## src/rtl/pmem_burst_arbiter.sv

```systemverilog
// Arbitrates icache/dcache line requests onto a four-beat burst memory port.
// Define PMEM_ARB_RR_EN for round-robin arbitration; the default is fixed dcache priority.
module pmem_burst_arbiter #(
   parameter int LINE_W = 256,
   parameter int BEAT_W = 64
) (
   input  logic              clk,
   input  logic              rst,
   input  logic              i_line_read,
   input  logic [31:0]       i_line_addr,
   output logic [LINE_W-1:0] i_line_rdata,
   output logic              i_line_resp,
   input  logic              d_line_read,
   input  logic              d_line_write,
   input  logic [31:0]       d_line_addr,
   input  logic [LINE_W-1:0] d_line_wdata,
   output logic [LINE_W-1:0] d_line_rdata,
   output logic              d_line_resp,
   output logic              pmem_read,
   output logic              pmem_write,
   output logic [31:0]       pmem_address,
   output logic [BEAT_W-1:0] pmem_wdata,
   input  logic [BEAT_W-1:0] pmem_rdata,
   input  logic              pmem_resp
);
   localparam int BEATS = LINE_W / BEAT_W;
   localparam int CNT_W = $clog2(BEATS);

   typedef enum logic [1:0] {ST_IDLE, ST_RD_BURST, ST_WR_BURST, ST_DONE} state_t;

   state_t            r_state, w_state_nxt;
   logic [CNT_W-1:0]  r_cnt, w_cnt_inc;
   logic              r_owner_d;
   logic [LINE_W-1:0] r_buf;
   logic [31:0]       r_addr;
   logic [BEAT_W-1:0] r_wdata;
   logic              r_pmem_read, r_pmem_write, r_i_resp, r_d_resp;
   logic              w_d_req, w_pick_d, w_pick_i, w_grant, w_last_beat;

   assign w_d_req     = d_line_read | d_line_write;
   assign w_pick_i    = i_line_read & ~w_pick_d;
   assign w_grant     = w_pick_d | w_pick_i;
   assign w_last_beat = (r_cnt == CNT_W'(BEATS - 1));
   assign w_cnt_inc   = r_cnt + CNT_W'(1);

`ifdef PMEM_ARB_RR_EN
   logic r_last_owner_d;

   // On a tie the dcache wins only when the icache owned the port last.
   always_comb begin
      w_pick_d = w_d_req & (~i_line_read | ~r_last_owner_d);
   end

   // Remember which client was granted most recently.
   always_ff @(posedge clk or posedge rst) begin
      if (rst) begin
         r_last_owner_d <= 1'b0;
      end else if (r_state == ST_IDLE && w_grant) begin
         r_last_owner_d <= w_pick_d;
      end else begin
         r_last_owner_d <= r_last_owner_d;
      end
   end
`else
   // Fixed priority: dcache always beats icache.
   always_comb begin
      w_pick_d = w_d_req;
   end
`endif

   // Burst sequencing; a beat advances only on cycles with pmem_resp.
   always_comb begin
      w_state_nxt = r_state;
      case (r_state)
         ST_IDLE: begin
            if (w_pick_d && d_line_write) begin
               w_state_nxt = ST_WR_BURST;
            end else if (w_grant) begin
               w_state_nxt = ST_RD_BURST;
            end else begin
               w_state_nxt = ST_IDLE;
            end
         end
         ST_RD_BURST, ST_WR_BURST: begin
            if (pmem_resp && w_last_beat) begin
               w_state_nxt = ST_DONE;
            end else begin
               w_state_nxt = r_state;
            end
         end
         ST_DONE: w_state_nxt = ST_IDLE;
         default: w_state_nxt = ST_IDLE;
      endcase
   end

   // State register.
   always_ff @(posedge clk or posedge rst) begin
      if (rst) begin
         r_state <= ST_IDLE;
      end else begin
         r_state <= w_state_nxt;
      end
   end

   // Datapath and registered outputs, all derived from the next state.
   always_ff @(posedge clk or posedge rst) begin
      if (rst) begin
         r_cnt        <= '0;
         r_owner_d    <= 1'b0;
         r_buf        <= '0;
         r_addr       <= 32'd0;
         r_wdata      <= '0;
         r_pmem_read  <= 1'b0;
         r_pmem_write <= 1'b0;
         r_i_resp     <= 1'b0;
         r_d_resp     <= 1'b0;
      end else begin
         r_pmem_read  <= (w_state_nxt == ST_RD_BURST);
         r_pmem_write <= (w_state_nxt == ST_WR_BURST);
         r_i_resp     <= (w_state_nxt == ST_DONE) & ~r_owner_d;
         r_d_resp     <= (w_state_nxt == ST_DONE) &  r_owner_d;
         case (r_state)
            ST_IDLE: begin
               if (w_grant) begin
                  r_owner_d <= w_pick_d;
                  r_addr    <= (w_pick_d ? d_line_addr : i_line_addr) & 32'hFFFF_FFE0;
                  r_cnt     <= '0;
                  if (w_pick_d && d_line_write) begin
                     r_buf   <= d_line_wdata;
                     r_wdata <= d_line_wdata[BEAT_W-1:0];
                  end else begin
                     r_buf   <= r_buf;
                  end
               end else begin
                  r_cnt <= r_cnt;
               end
            end
            ST_RD_BURST: begin
               if (pmem_resp) begin
                  r_buf[r_cnt*BEAT_W +: BEAT_W] <= pmem_rdata;
                  r_cnt                         <= w_cnt_inc;
               end else begin
                  r_cnt <= r_cnt;
               end
            end
            ST_WR_BURST: begin
               if (pmem_resp) begin
                  r_cnt   <= w_cnt_inc;
                  r_wdata <= r_buf[w_cnt_inc*BEAT_W +: BEAT_W];
               end else begin
                  r_cnt <= r_cnt;
               end
            end
            default: begin
               r_cnt <= r_cnt;
            end
         endcase
      end
   end

   assign pmem_read    = r_pmem_read;
   assign pmem_write   = r_pmem_write;
   assign pmem_address = r_addr;
   assign pmem_wdata   = r_wdata;
   assign i_line_resp  = r_i_resp;
   assign d_line_resp  = r_d_resp;
   assign i_line_rdata = r_buf;
   assign d_line_rdata = r_buf;
endmodule
```

## config.mk

```make
export PLATFORM = sky130hd
export DESIGN_NAME = pmem_burst_arbiter
export DESIGN_NICKNAME = d
export VERILOG_FILES = /design/src/rtl/pmem_burst_arbiter.sv
export SDC_FILE = /design/constraint.sdc
export NUM_CORES = 1
export LEC_CHECK = 0
export ABC_AREA = 0
export CAP_MARGIN = 20
export CELL_PAD_IN_SITES_DETAIL_PLACEMENT = 1
export CELL_PAD_IN_SITES_GLOBAL_PLACEMENT = 1
export CORE_AREA = 3 3 385 387
export CTS_BUF_LIST = sky130_fd_sc_hd__clkbuf_8 sky130_fd_sc_hd__clkbuf_16
export CTS_CLUSTER_DIAMETER = 80
export DETAILED_ROUTE_END_ITERATION = 6
export DIE_AREA = 0 0 388 390
export PLACE_DENSITY_LB_ADDON = 0.1
export SKIP_CTS_REPAIR_TIMING = 1
export SLEW_MARGIN = 20
export SYNTH_ARGS = -nofsm -noshare
export SYNTH_HDL_FRONTEND = slang
export SYNTH_SLANG_ARGS = --single-unit
```

## constraint.sdc

```tcl
create_clock -name clk -period 18.2 [get_ports clk]
set_clock_uncertainty 0.05 [all_clocks]
set_input_delay 3.64 -clock clk [delete_from_list [all_inputs] [get_ports clk]]
set_output_delay 3.64 -clock clk [all_outputs]
set_load 0.01 [all_outputs]
```

==> results of run 1 <==
[area by class of cell]
class | count | area, um2
Clock buffer | 71 | 1620
Antenna cell | 16 | 40.0
Inverter | 199 | 759
Timing Repair Buffer | 1024 | 10200
Fill cell | 16100 | 112000
Sequential cell | 356 | 8910
Tap cell | 1917 | 2400
Clock inverter | 24 | 133
Multi-Input combinational cell | 846 | 8840
[critical path, delay by kind of cell]
family                 cells  cell delay (ns)
AO/OA/AOI/OAI              1             0.28
AND/OR/NAND/NOR            2             0.29
buffers and inverters      4             2.39
[synth_stat cells (2+ instances only)]
library cell / instances / area [um2]
sky130_fd_sc_hd__dfrtp_1: 356 / 8910
sky130_fd_sc_hd__buf_4: 274 / 2060
sky130_fd_sc_hd__mux2_2: 226 / 2540
sky130_fd_sc_hd__inv_1: 199 / 747
sky130_fd_sc_hd__o32ai_1: 129 / 1130
sky130_fd_sc_hd__a32o_1: 128 / 1280
sky130_fd_sc_hd__clkbuf_1: 78 / 293
sky130_fd_sc_hd__a221o_1: 64 / 641
sky130_fd_sc_hd__mux4_2: 64 / 1440
sky130_fd_sc_hd__nor4_1: 64 / 400
sky130_fd_sc_hd__buf_2: 60 / 300
sky130_fd_sc_hd__nand2_1: 38 / 143
sky130_fd_sc_hd__o21ai_0: 31 / 155
sky130_fd_sc_hd__mux2_1: 30 / 338
sky130_fd_sc_hd__mux2i_1: 27 / 270
sky130_fd_sc_hd__buf_6: 15 / 169
sky130_fd_sc_hd__ha_1: 10 / 125
sky130_fd_sc_hd__a21oi_4: 4 / 65.1
sky130_fd_sc_hd__a21oi_1: 3 / 15.0
sky130_fd_sc_hd__buf_12: 3 / 60.1
sky130_fd_sc_hd__and2_1: 2 / 12.5
sky130_fd_sc_hd__nand4b_1: 2 / 17.5
sky130_fd_sc_hd__nor2_1: 2 / 7.51
sky130_fd_sc_hd__nor3b_1: 2 / 15.0
sky130_fd_sc_hd__or2_2: 2 / 12.5
[logic make-up after synthesis]
kind of cell	count (synthesis)
mux	348
fa+ha+maj	10
flops	356
other cells	1
compound gates	363
buf+inv	631
simple gates	120
[per-stage QoR]
step / hold WS [ns] / std cells
after floorplan: 0.371 / 1833
after global placement: 0.407 / 4341
after detailed placement: 0.419 / 4341
after CTS: 0.432 / 4436
after global routing: 0.452 / 4445
final: 0.425 / 4453
[registers in the layout, summed over array words and instances (netlist names)]
signal and count:
r_owner_d 1, i_line_resp 1, pmem_wdata 64, d_line_resp 1, r_cnt 2, pmem_read 1, d_line_rdata 256, r_state 2
pmem_address 27, pmem_write 1
[worst max-delay path by stage]
stage / startpoint / to / slack, ns
floorplan: rst / d_line_rdata[0]$_DFFE_PP0P_ / 4.63
finish: d_line_write / pmem_wdata[4]$_DFFE_PP0P_ / 11.99
global route: d_line_write / pmem_wdata[9]$_DFFE_PP0P_ / 11.90
global placement: d_line_write / d_line_rdata[161]$_DFFE_PP0P_ / 11.24
CTS: d_line_write / pmem_wdata[4]$_DFFE_PP0P_ / 11.90
detailed placement: d_line_write / pmem_wdata[4]$_DFFE_PP0P_ / 11.21
[report_power, final]
part | switching, W | internal, W
Clock | 0.000422 | 0.000628
Sequential | 0.000573 | 0.00120
Combinational | 0.00187 | 0.00206
[per-layer routing]
| metal | vias to the layer above | GRT usage [%] | share of wire [%] |
|---|---|---|---|
| li1 | 7950 | - | - |
| met5 | - | 0 | 0.14 |
| met3 | 144 | 4.50 | 6.0 |
| met4 | 30 | 3.27 | 1.5 |
| met2 | 712 | 32.3 | 52 |
| met1 | 9922 | 20.0 | 40 |
==> impl_results.rst, run 1 <==
.. list-table::
   :header-rows: 1

   * - Metric
     - Value
   * - Cell area after placement
     - ~31000 um2
   * - CP Max Fanout
     - 41
   * - Fraction of synthesized cell area in xor and xnor cells
     - 0%
   * - Width of the chip
     - roughly 390 um
   * - Die height
     - 390 um
   * - Number of placement rows
     - 140
   * - H-tree depth
     - 2
   * - Area of all placed cells without fillers
     - between 30000 and 40000 um2
   * - Total track usage
     - 17.4%
   * - Setup repair after global routing missed its margin
     - false
   * - Via/cell ratio
     - approximately 4.2
   * - Outcome
     - finished, final reports clean
   * - Number of flops mapped to enable cells by yosys
     - 0
   * - Wire length of the first global-routing pass
     - 185000 um
   * - Total negative slack
     - 0 ns
   * - Post-Syn Area
     - between 20000 and 25000 um2
   * - Number of global-route vias before repair
     - between 20000 and 25000
   * - Aggregate global routing overflow
     - 0
   * - Area fraction in and, or, nand and nor cells after synthesis
     - 3.17%
   * - Clock Sink Count
     - ~360
   * - Worst path required time
     - 18.70 ns
   * - CTS tree
     - yes
   * - DRT antenna net count
     - 0
   * - Static power due to leakage
     - approximately 13 nW
   * - Yosys warns
     - 0
   * - Share of final-layout standard cells stronger than drive strength 1
     - about 17%
   * - DRC viols
     - 0
   * - CP arrival
     - between 6 and 7 ns
   * - Synth Register Bits
     - between 300 and 400
   * - Number of antenna violations at the first check in global routing
     - 37
   * - Worst-case register-to-register setup slack
     - between 10 and 15 ns
   * - Relative slew slack
     - 29.0%
   * - Hpwl dp
     - roughly 94000 um
   * - Most frequent cells in the layout
     - 986 x sky130_fd_sc_hd__clkdlybuf4s50_1, 355 x sky130_fd_sc_hd__dfrtp_1, 226 x sky130_fd_sc_hd__mux2_2, 215 x sky130_fd_sc_hd__inv_1, 129 x sky130_fd_sc_hd__o32ai_1
   * - Fraction of registers with async set or reset after synthesis
     - 100%
   * - Critical path's most frequent cell
     - sky130_fd_sc_hd__buf_4
   * - Syn Inst Count
     - 1829
   * - CTS clock-pin slew for the worst setup and hold paths
     - 0.06 ns
   * - Overall Power
     - 0.00676 W
   * - GPL Wtd Cong
     - 0.746
   * - Delay of the slowest cell on the worst path
     - a little over 0.8 ns
   * - Post-layout utilization of the core
     - 22.7%
   * - Compound-cell area share of the yosys netlist
     - 15.6%
   * - Hold violation total from the final report
     - 0
   * - Critical register-to-register path startpoint
     - r_cnt[0]$_DFFE_PP0P_
   * - Endpoint of the worst-slack reg-to-reg timing path
     - d_line_rdata[161]$_DFFE_PP0P_
   * - Cell with the largest stage delay on the worst path
     - sky130_fd_sc_hd__clkdlybuf4s50_1
   * - Max-capacitance violation count
     - 0
   * - Endpoint, Worst Hold
     - i_line_resp$_DFF_PP0_
   * - Hold Crit Depth
     - 1
   * - Aggregate routed wire length
     - 136000 um
   * - Setup-failing EPs final
     - 0
   * - Post-route worst setup slack
     - 11.99 ns
   * - Insertion delay to the later sink of the worst-skew pair
     - 0.62 ns
   * - Start point of the worst hold path
     - r_owner_d$_DFFE_PP0P_
   * - Shortest clock period the worst path allows after layout
     - approximately 6.2 ns
   * - Number of port buffers
     - 986
   * - Setup Slack @ Placement
     - 11.21 ns
   * - Combinational family with the most area after synthesis
     - multiplexers
   * - Path class of the lowest-slack min-delay path
     - reg -> reg
   * - Maximum operating frequency
     - 161 MHz
   * - Crit end category
     - register
   * - Startpoint type of the worst setup path
     - input port
   * - Unique cell type count in the Yosys netlist
     - 41
   * - WL/cell
     - 30.5 um
   * - Prevailing post-synth register cell
     - sky130_fd_sc_hd__dfrtp_1
   * - Path type of the worst setup path
     - in -> reg
   * - CTS Root Cell
     - sky130_fd_sc_hd__clkbuf_16
   * - Pin count of the biggest net entering global routing
     - between 100 and 150
   * - Most common cell after layout, fill and taps aside
     - sky130_fd_sc_hd__clkdlybuf4s50_1
   * - Number of slew-limit violations in the final report
     - 0
   * - Logic depth of the worst register-to-register path
     - 9
   * - DIE AREA
     - around 150000 um2
   * - Max Root-Sink Buffers
     - 3
   * - Portion of the clock cycle consumed by the worst path in the final layout
     - between 30% and 40%
   * - Std-Cell Core Area
     - 145000 um2
   * - Worst voltage drop across the vdd grid
     - about 0.000098 V
   * - Multiplexer share of the synthesized area
     - 21.7%
   * - Iteration-0 DRC count of the detailed router
     - slightly above 800
   * - Area Growth Syn to Fin
     - 54.5%
   * - Overall via count from detail_route
     - 18800
   * - Detailed-router iteration count before antenna repair
     - 4
   * - Area share of fa/ha/maj cells after synthesis
     - 0.588%
   * - Cell-by-cell trace of the critical path
     - clkdlybuf4s50_1 -> nor2b_4 -> buf_4 -> nor3b_2 -> buf_4 -> buf_4 -> a221o_1
   * - Ports
     - 1002
   * - Transition time of the tightest slew-check pin
     - 1.07 ns
   * - Effective utilization at floorplan
     - between 10 and 15%
   * - Layout net count
     - 2881
   * - Power Dens Cells
     - 206 nW/um2
   * - Mean instance size in the synthesized netlist
     - between 10 and 15 um2
   * - Inserted Clock Buffers
     - 54
   * - Post-synthesis sequential area ratio
     - 41.8%
Power figures use the tool's default switching activity.
==> run 2, diff against run 1 <==
- clock period: 18.2 -> 6.1 ns (I/O delays scaled with it)
==> impl_results.rst, run 2 (synthesis gave the netlist of run 1 again) <==
.. list-table::
   :header-rows: 1

   * - Metric
     - Value
   * - Inserted Clock Buffers
     - 54
   * - Worst voltage drop across the vdd grid
     - 0.000235 V
   * - GPL Wtd Cong
     - 0.764
   * - Overall via count from detail_route
     - 19000
   * - Number of slew-limit violations in the final report
     - 0
   * - Most frequent cells in the layout
     - 986 x sky130_fd_sc_hd__clkdlybuf4s50_1, 355 x sky130_fd_sc_hd__dfrtp_1, 226 x sky130_fd_sc_hd__mux2_2, 216 x sky130_fd_sc_hd__inv_1, 129 x sky130_fd_sc_hd__o32ai_1
   * - DRC viols
     - 0
   * - Ports
     - 1002
   * - Effective utilization at floorplan
     - 14.7%
   * - Cell with the largest stage delay on the worst path
     - sky130_fd_sc_hd__dfrtp_4
   * - Fill cell count
     - ~16000
   * - Pin count of the biggest net entering global routing
     - 129
   * - CTS tree
     - yes
   * - WL/cell
     - 30.5 um
   * - Share of final-layout standard cells stronger than drive strength 1
     - around 17%
   * - Number of global-route vias before repair
     - 20900
   * - Max Root-Sink Buffers
     - 3
   * - Flip-flop count of the largest register after layout
     - 256
   * - Wire length of the first global-routing pass
     - 184000 um
   * - Overall Power
     - between 0.02 and 0.025 W
   * - Delay of the slowest cell on the worst path
     - 0.82 ns
   * - Relative slew slack
     - 25.8%
   * - Setup-failing EPs final
     - 0
   * - Aggregate routed wire length
     - 136000 um
   * - Crit end category
     - register
   * - Number of placement rows
     - 140
   * - Layout net count
     - approximately 2900
   * - Iteration-0 DRC count of the detailed router
     - ~1100
   * - Max-capacitance violation count
     - 0
   * - Path type of the worst setup path
     - reg -> reg
   * - H-tree depth
     - 2
   * - Std-Cell Core Area
     - 145000 um2
   * - Hold violation total from the final report
     - 0
   * - Die height
     - 390 um
   * - Area Growth Syn to Fin
     - 54.7%
   * - Static power due to leakage
     - 12.9 nW
   * - Via/cell ratio
     - 4.25
   * - Clock Sink Count
     - 356
   * - Portion of the clock cycle consumed by the worst path in the final layout
     - around 64%
   * - Startpoint type of the worst setup path
     - register
   * - CTS Root Cell
     - sky130_fd_sc_hd__clkbuf_16
   * - Most common cell after layout, fill and taps aside
     - sky130_fd_sc_hd__clkdlybuf4s50_1
   * - Total negative slack
     - 0 ns
   * - Outcome
     - finished, final reports clean
   * - DRT antenna net count
     - 0
   * - Hpwl dp
     - 95800 um
   * - CTS clock-pin slew for the worst setup and hold paths
     - 0.05 ns
   * - Number of port buffers
     - 986
   * - Path class of the lowest-slack min-delay path
     - reg -> reg
   * - Number of antenna violations at the first check in global routing
     - 45
   * - CP Max Fanout
     - 41
   * - Shortest clock period the worst path allows after layout
     - 3.91 ns
   * - Aggregate global routing overflow
     - 0
   * - Width of the chip
     - 388 um
   * - Transition time of the tightest slew-check pin
     - 1.11 ns
   * - Insertion delay to the later sink of the worst-skew pair
     - 0.63 ns
   * - Total track usage
     - 17.4%
   * - Power Dens Cells
     - 612 nW/um2
   * - Detailed-router iteration count before antenna repair
     - 4
   * - Worst path required time
     - around 6.6 ns
   * - Critical path's most frequent cell
     - sky130_fd_sc_hd__buf_4
   * - Cell-by-cell trace of the critical path
     - inv_1 -> ha_4 -> buf_4 -> nor2b_4 -> buf_4 -> a32o_1 -> mux2_2
   * - DIE AREA
     - between 150000 and 200000 um2
   * - CP arrival
     - 4.35 ns
   * - Setup repair after global routing missed its margin
     - false
   * - Maximum operating frequency
     - 256 MHz
-- run 2: cell count changes in the layout (fill, tap and decap cells not counted), moves of 2 or more --
cell and delta:
sky130_fd_sc_hd__clkinv_2 +2, sky130_fd_sc_hd__inv_6 +2, sky130_fd_sc_hd__clkinvlp_4 +2, sky130_fd_sc_hd__clkbuf_8 -2, sky130_fd_sc_hd__clkbuf_16 -3, sky130_fd_sc_hd__diode_2 +9
sky130_fd_sc_hd__buf_12 +6
-- run 2: path summary, 6_finish.rpt --
path / startpoint / slack, ns / end / cells after the start
setup reg to reg: r_cnt[0]$_DFFE_PP0P_ / 2.19 / d_line_rdata[197]$_DFFE_PP0P_ / 7
hold / removal: pmem_address[14]$_DFFE_PP0P_ / 0.42 / pmem_address[14]$_DFFE_PP0P_ / 2
hold reg to reg: pmem_address[14]$_DFFE_PP0P_ / 0.42 / pmem_address[14]$_DFFE_PP0P_ / 2
min in group asynchronous: rst / 0.87 / pmem_address[18]$_DFFE_PP0P_ / 2
max in group asynchronous: rst / 3.88 / d_line_rdata[219]$_DFFE_PP0P_ / 3
setup / recovery: r_cnt[0]$_DFFE_PP0P_ / 2.19 / d_line_rdata[197]$_DFFE_PP0P_ / 7
-- run 2: critical path, delay by kind of cell (launching register included) --
family          cells  cell delay (ns)
fa+ha+maj           1             0.75
compound gates      1             0.38
flops               1             0.82
buf+inv             3             1.33
simple gates        1             0.07
mux                 1             0.26
-- run 2: report_power, final --
group          switching (W)  internal, W
combinational        0.00564      0.00619
clock                0.00130      0.00175
sequential           0.00170      0.00359
total                0.00864       0.0115
-- run 2: final cells by class --
class / count / area, um2 / share of cell area, %
well taps: 1917 / 2400 / 7.28
repair buffers: 1029 / 10300 / 31.2
multi-input cells: 846 / 8840 / 26.8
inverters: 199 / 756 / 2.29
flip-flops and latches: 356 / 8910 / 27.1
clock buffers: 66 / 1520 / 4.60
clock inverters: 30 / 169 / 0.513
diodes: 25 / 62.6 / 0.190
-- run 2: through the flow --
stage,util [%],hold WS (ns),worst slack (ns),area [um2],instances
floorplan,-,0.371,0.0597,21300,1833
global placement,21.5,0.414,1.88,31200,4347
detailed placement,21.5,0.419,1.82,31200,4347
CTS,22.6,0.431,1.96,32900,4443
global route,22.7,0.447,1.89,32900,4457
finish,22.7,0.423,2.19,32900,4468
-- run 2: metal layers --
| layer | routed length [um] | share of wire [%] | vias up | track usage [%] |
|---|---|---|---|---|
| met5 | 128 | 0.094 | - | 0 |
| met4 | 3160 | 2.3 | 20 | 5.25 |
| met3 | 8240 | 6.0 | 164 | 4.26 |
| met2 | 70600 | 52 | 809 | 31.4 |
| met1 | 54400 | 40 | 10000 | 20.2 |
| li1 | - | - | 7978 | - |
==> run 3, diff against run 2 <==
- clock period: 6.1 -> 3.2 ns (I/O delays scaled with it)
==> impl_results.rst, run 3 (synthesis gave the netlist of run 1 again) <==
.. list-table::
   :header-rows: 1

   * - Metric
     - Value
   * - Overall via count from detail_route
     - 18900
   * - Flip-flop count of the largest register after layout
     - 256
   * - Max-capacitance violation count
     - 0
   * - Number of slew-limit violations in the final report
     - 0
   * - Power Dens Cells
     - between 1000 and 1500 nW/um2
   * - Relative slew slack
     - 41.0%
   * - CP arrival
     - 3.14 ns
   * - Post-layout utilization of the core
     - 23.1%
   * - Layout net count
     - a little under 3000
   * - Area Growth Syn to Fin
     - 57.8%
   * - Start point of the worst hold path
     - r_owner_d$_DFFE_PP0P_
   * - DRC viols
     - 0
   * - Outcome
     - finished, final reports clean
   * - Logic depth of the worst register-to-register path
     - 6
   * - CTS clock-pin slew for the worst setup and hold paths
     - around 0.060 ns
   * - Detailed-router iteration count before antenna repair
     - 5
   * - Effective utilization at floorplan
     - 14.7%
   * - Share of final-layout standard cells stronger than drive strength 1
     - 18.2%
   * - Critical register-to-register path startpoint
     - r_state[0]$_DFF_PP0_
   * - Most common cell after layout, fill and taps aside
     - sky130_fd_sc_hd__clkdlybuf4s50_1
   * - Most frequent cells in the layout
     - 986 x sky130_fd_sc_hd__clkdlybuf4s50_1, 355 x sky130_fd_sc_hd__dfrtp_1, 226 x sky130_fd_sc_hd__mux2_2, 210 x sky130_fd_sc_hd__inv_1, 129 x sky130_fd_sc_hd__o32ai_1
   * - Wire length of the first global-routing pass
     - 185000 um
   * - Number of placement rows
     - 140
   * - WL/cell
     - 30.3 um
   * - Pin count of the biggest net entering global routing
     - 124
   * - Setup repair after global routing missed its margin
     - false
   * - Post-route worst setup slack
     - 0.529 ns
   * - GPL Wtd Cong
     - 0.756
   * - Hpwl dp
     - 96700 um
   * - Path class of the lowest-slack min-delay path
     - reg -> reg
   * - Inserted Clock Buffers
     - 55
   * - Clock Sink Count
     - 356
   * - Aggregate routed wire length
     - 136000 um
   * - CP Max Fanout
     - 27
   * - Sequential standard cell area
     - 8910 um2
   * - DRT antenna net count
     - 0
   * - DIE AREA
     - 151000 um2
   * - H-tree depth
     - 2
   * - Aggregate global routing overflow
     - 0
   * - Via/cell ratio
     - 4.22
   * - Endpoint, Worst Hold
     - i_line_resp$_DFF_PP0_
   * - Number of port buffers
     - 986
   * - Fill cell count
     - 16200
   * - Static power due to leakage
     - 13.2 nW
   * - Shortest clock period the worst path allows after layout
     - approximately 2.7 ns
   * - Path type of the worst setup path
     - reg -> reg
   * - Number of global-route vias before repair
     - 21200
   * - Setup Slack @ Placement
     - 0.393 ns
   * - Max Root-Sink Buffers
     - 3
   * - CTS tree
     - yes
   * - Total track usage
     - 17.3%
   * - Transition time of the tightest slew-check pin
     - approximately 0.88 ns
   * - Iteration-0 DRC count of the detailed router
     - 888
   * - Ports
     - 1002
   * - Setup-failing EPs final
     - 0
   * - Worst voltage drop across the vdd grid
     - about 0.00053 V
   * - Startpoint type of the worst setup path
     - register
   * - Hold violation total from the final report
     - 0
   * - Worst-case register-to-register setup slack
     - around 0.53 ns
   * - Number of antenna violations at the first check in global routing
     - 35
   * - Maximum operating frequency
     - 374 MHz
   * - Crit end category
     - register
   * - Std-Cell Core Area
     - 145000 um2
   * - Area of combinational cells with multiple inputs
     - 8840 um2
   * - Insertion delay to the later sink of the worst-skew pair
     - 0.64 ns
   * - Die height
     - about 390 um
   * - Hold Crit Depth
     - 1
   * - CTS Root Cell
     - sky130_fd_sc_hd__clkbuf_16
   * - Width of the chip
     - 388 um
   * - Worst path required time
     - 3.67 ns
   * - Portion of the clock cycle consumed by the worst path in the final layout
     - 83.5%
   * - Endpoint of the worst-slack reg-to-reg timing path
     - pmem_wdata[35]$_DFFE_PP0P_
run 3: cell types whose count changed in the layout (fill, tap and decap cells not counted), moves of 2 or more:
| cell | previous run | this run |
|---|---|---|
| sky130_fd_sc_hd__diode_2 | 25 | 13 |
| sky130_fd_sc_hd__inv_1 | 216 | 210 |
| sky130_fd_sc_hd__buf_12 | 7 | 35 |
| sky130_fd_sc_hd__bufinv_16 | 0 | 4 |
| sky130_fd_sc_hd__clkinvlp_4 | 3 | 5 |
| sky130_fd_sc_hd__buf_4 | 35 | 30 |
| sky130_fd_sc_hd__clkbuf_16 | 54 | 56 |
| sky130_fd_sc_hd__clkinv_2 | 4 | 9 |
run 3: critical path, stage by stage (launching register included):
cell,delay [ns]
sky130_fd_sc_hd__dfrtp_1,0.44
sky130_fd_sc_hd__inv_1,0.15
sky130_fd_sc_hd__ha_1,0.52
sky130_fd_sc_hd__nor2b_4,0.34
sky130_fd_sc_hd__buf_4,0.56
sky130_fd_sc_hd__nor4_1,0.12
sky130_fd_sc_hd__a221o_1,0.29
run 3: how the worst max path moves through the flow:
| stage | from | endpoint | slack (ns) |
|---|---|---|---|
| 5_1_grt | r_cnt[1]$_DFFE_PP0P_ | d_line_rdata[0]$_DFFE_PP0P_ | 0.38 |
| 3_3_place_gp | pmem_resp | pmem_wdata[44]$_DFFE_PP0P_ | 0.45 |
| 3_5_place_dp | pmem_resp | pmem_wdata[30]$_DFFE_PP0P_ | 0.39 |
| 2_1_floorplan | rst | d_line_rdata[0]$_DFFE_PP0P_ | -2.26 |
| 4_1_cts | d_line_rdata[126]$_DFFE_PP0P_ | d_line_rdata[126] | 0.39 |
| 6_report | r_state[0]$_DFF_PP0_ | pmem_wdata[35]$_DFFE_PP0P_ | 0.53 |
run 3: area by class of cell:
cell class / instances / share of cell area [%]
Multi-Input combinational cell: 846 / 26.3
Clock buffer: 68 / 4.66
Inverter: 199 / 2.25
Sequential cell: 356 / 26.5
Antenna cell: 13 / 0.0968
Clock inverter: 34 / 0.894
Timing Repair Buffer: 1051 / 32.1
Tap cell: 1917 / 7.14
run 3: stage by stage:
step                TNS, ns  hold WS, ns  cell area [um2]  total power (W)  cells
floorplan           -804.68        0.371            21300           0.0214   1833
global placement          0        0.391            31700           0.0337   4369
detailed placement        0        0.409            31700           0.0339   4369
CTS                       0        0.415            33600           0.0405   4471
global route              0        0.432            33600           0.0417   4475
finish                    0        0.413            33600           0.0395   4484
run 3: layer usage:
metal	routed length, um	track usage, %
met5	190	0
met4	2700	3.80
met3	8290	4.37
met2	70400	31.9
met1	54300	20.0
run 3: power by group:
| group | leakage [nW] | internal, W | total, W | switching, W |
|---|---|---|---|---|
| Sequential | 4.32 | 0.00684 | 0.0100 | 0.00320 |
| Clock | 0.963 | 0.00377 | 0.00626 | 0.00249 |
| Combinational | 7.88 | 0.0123 | 0.0232 | 0.0109 |
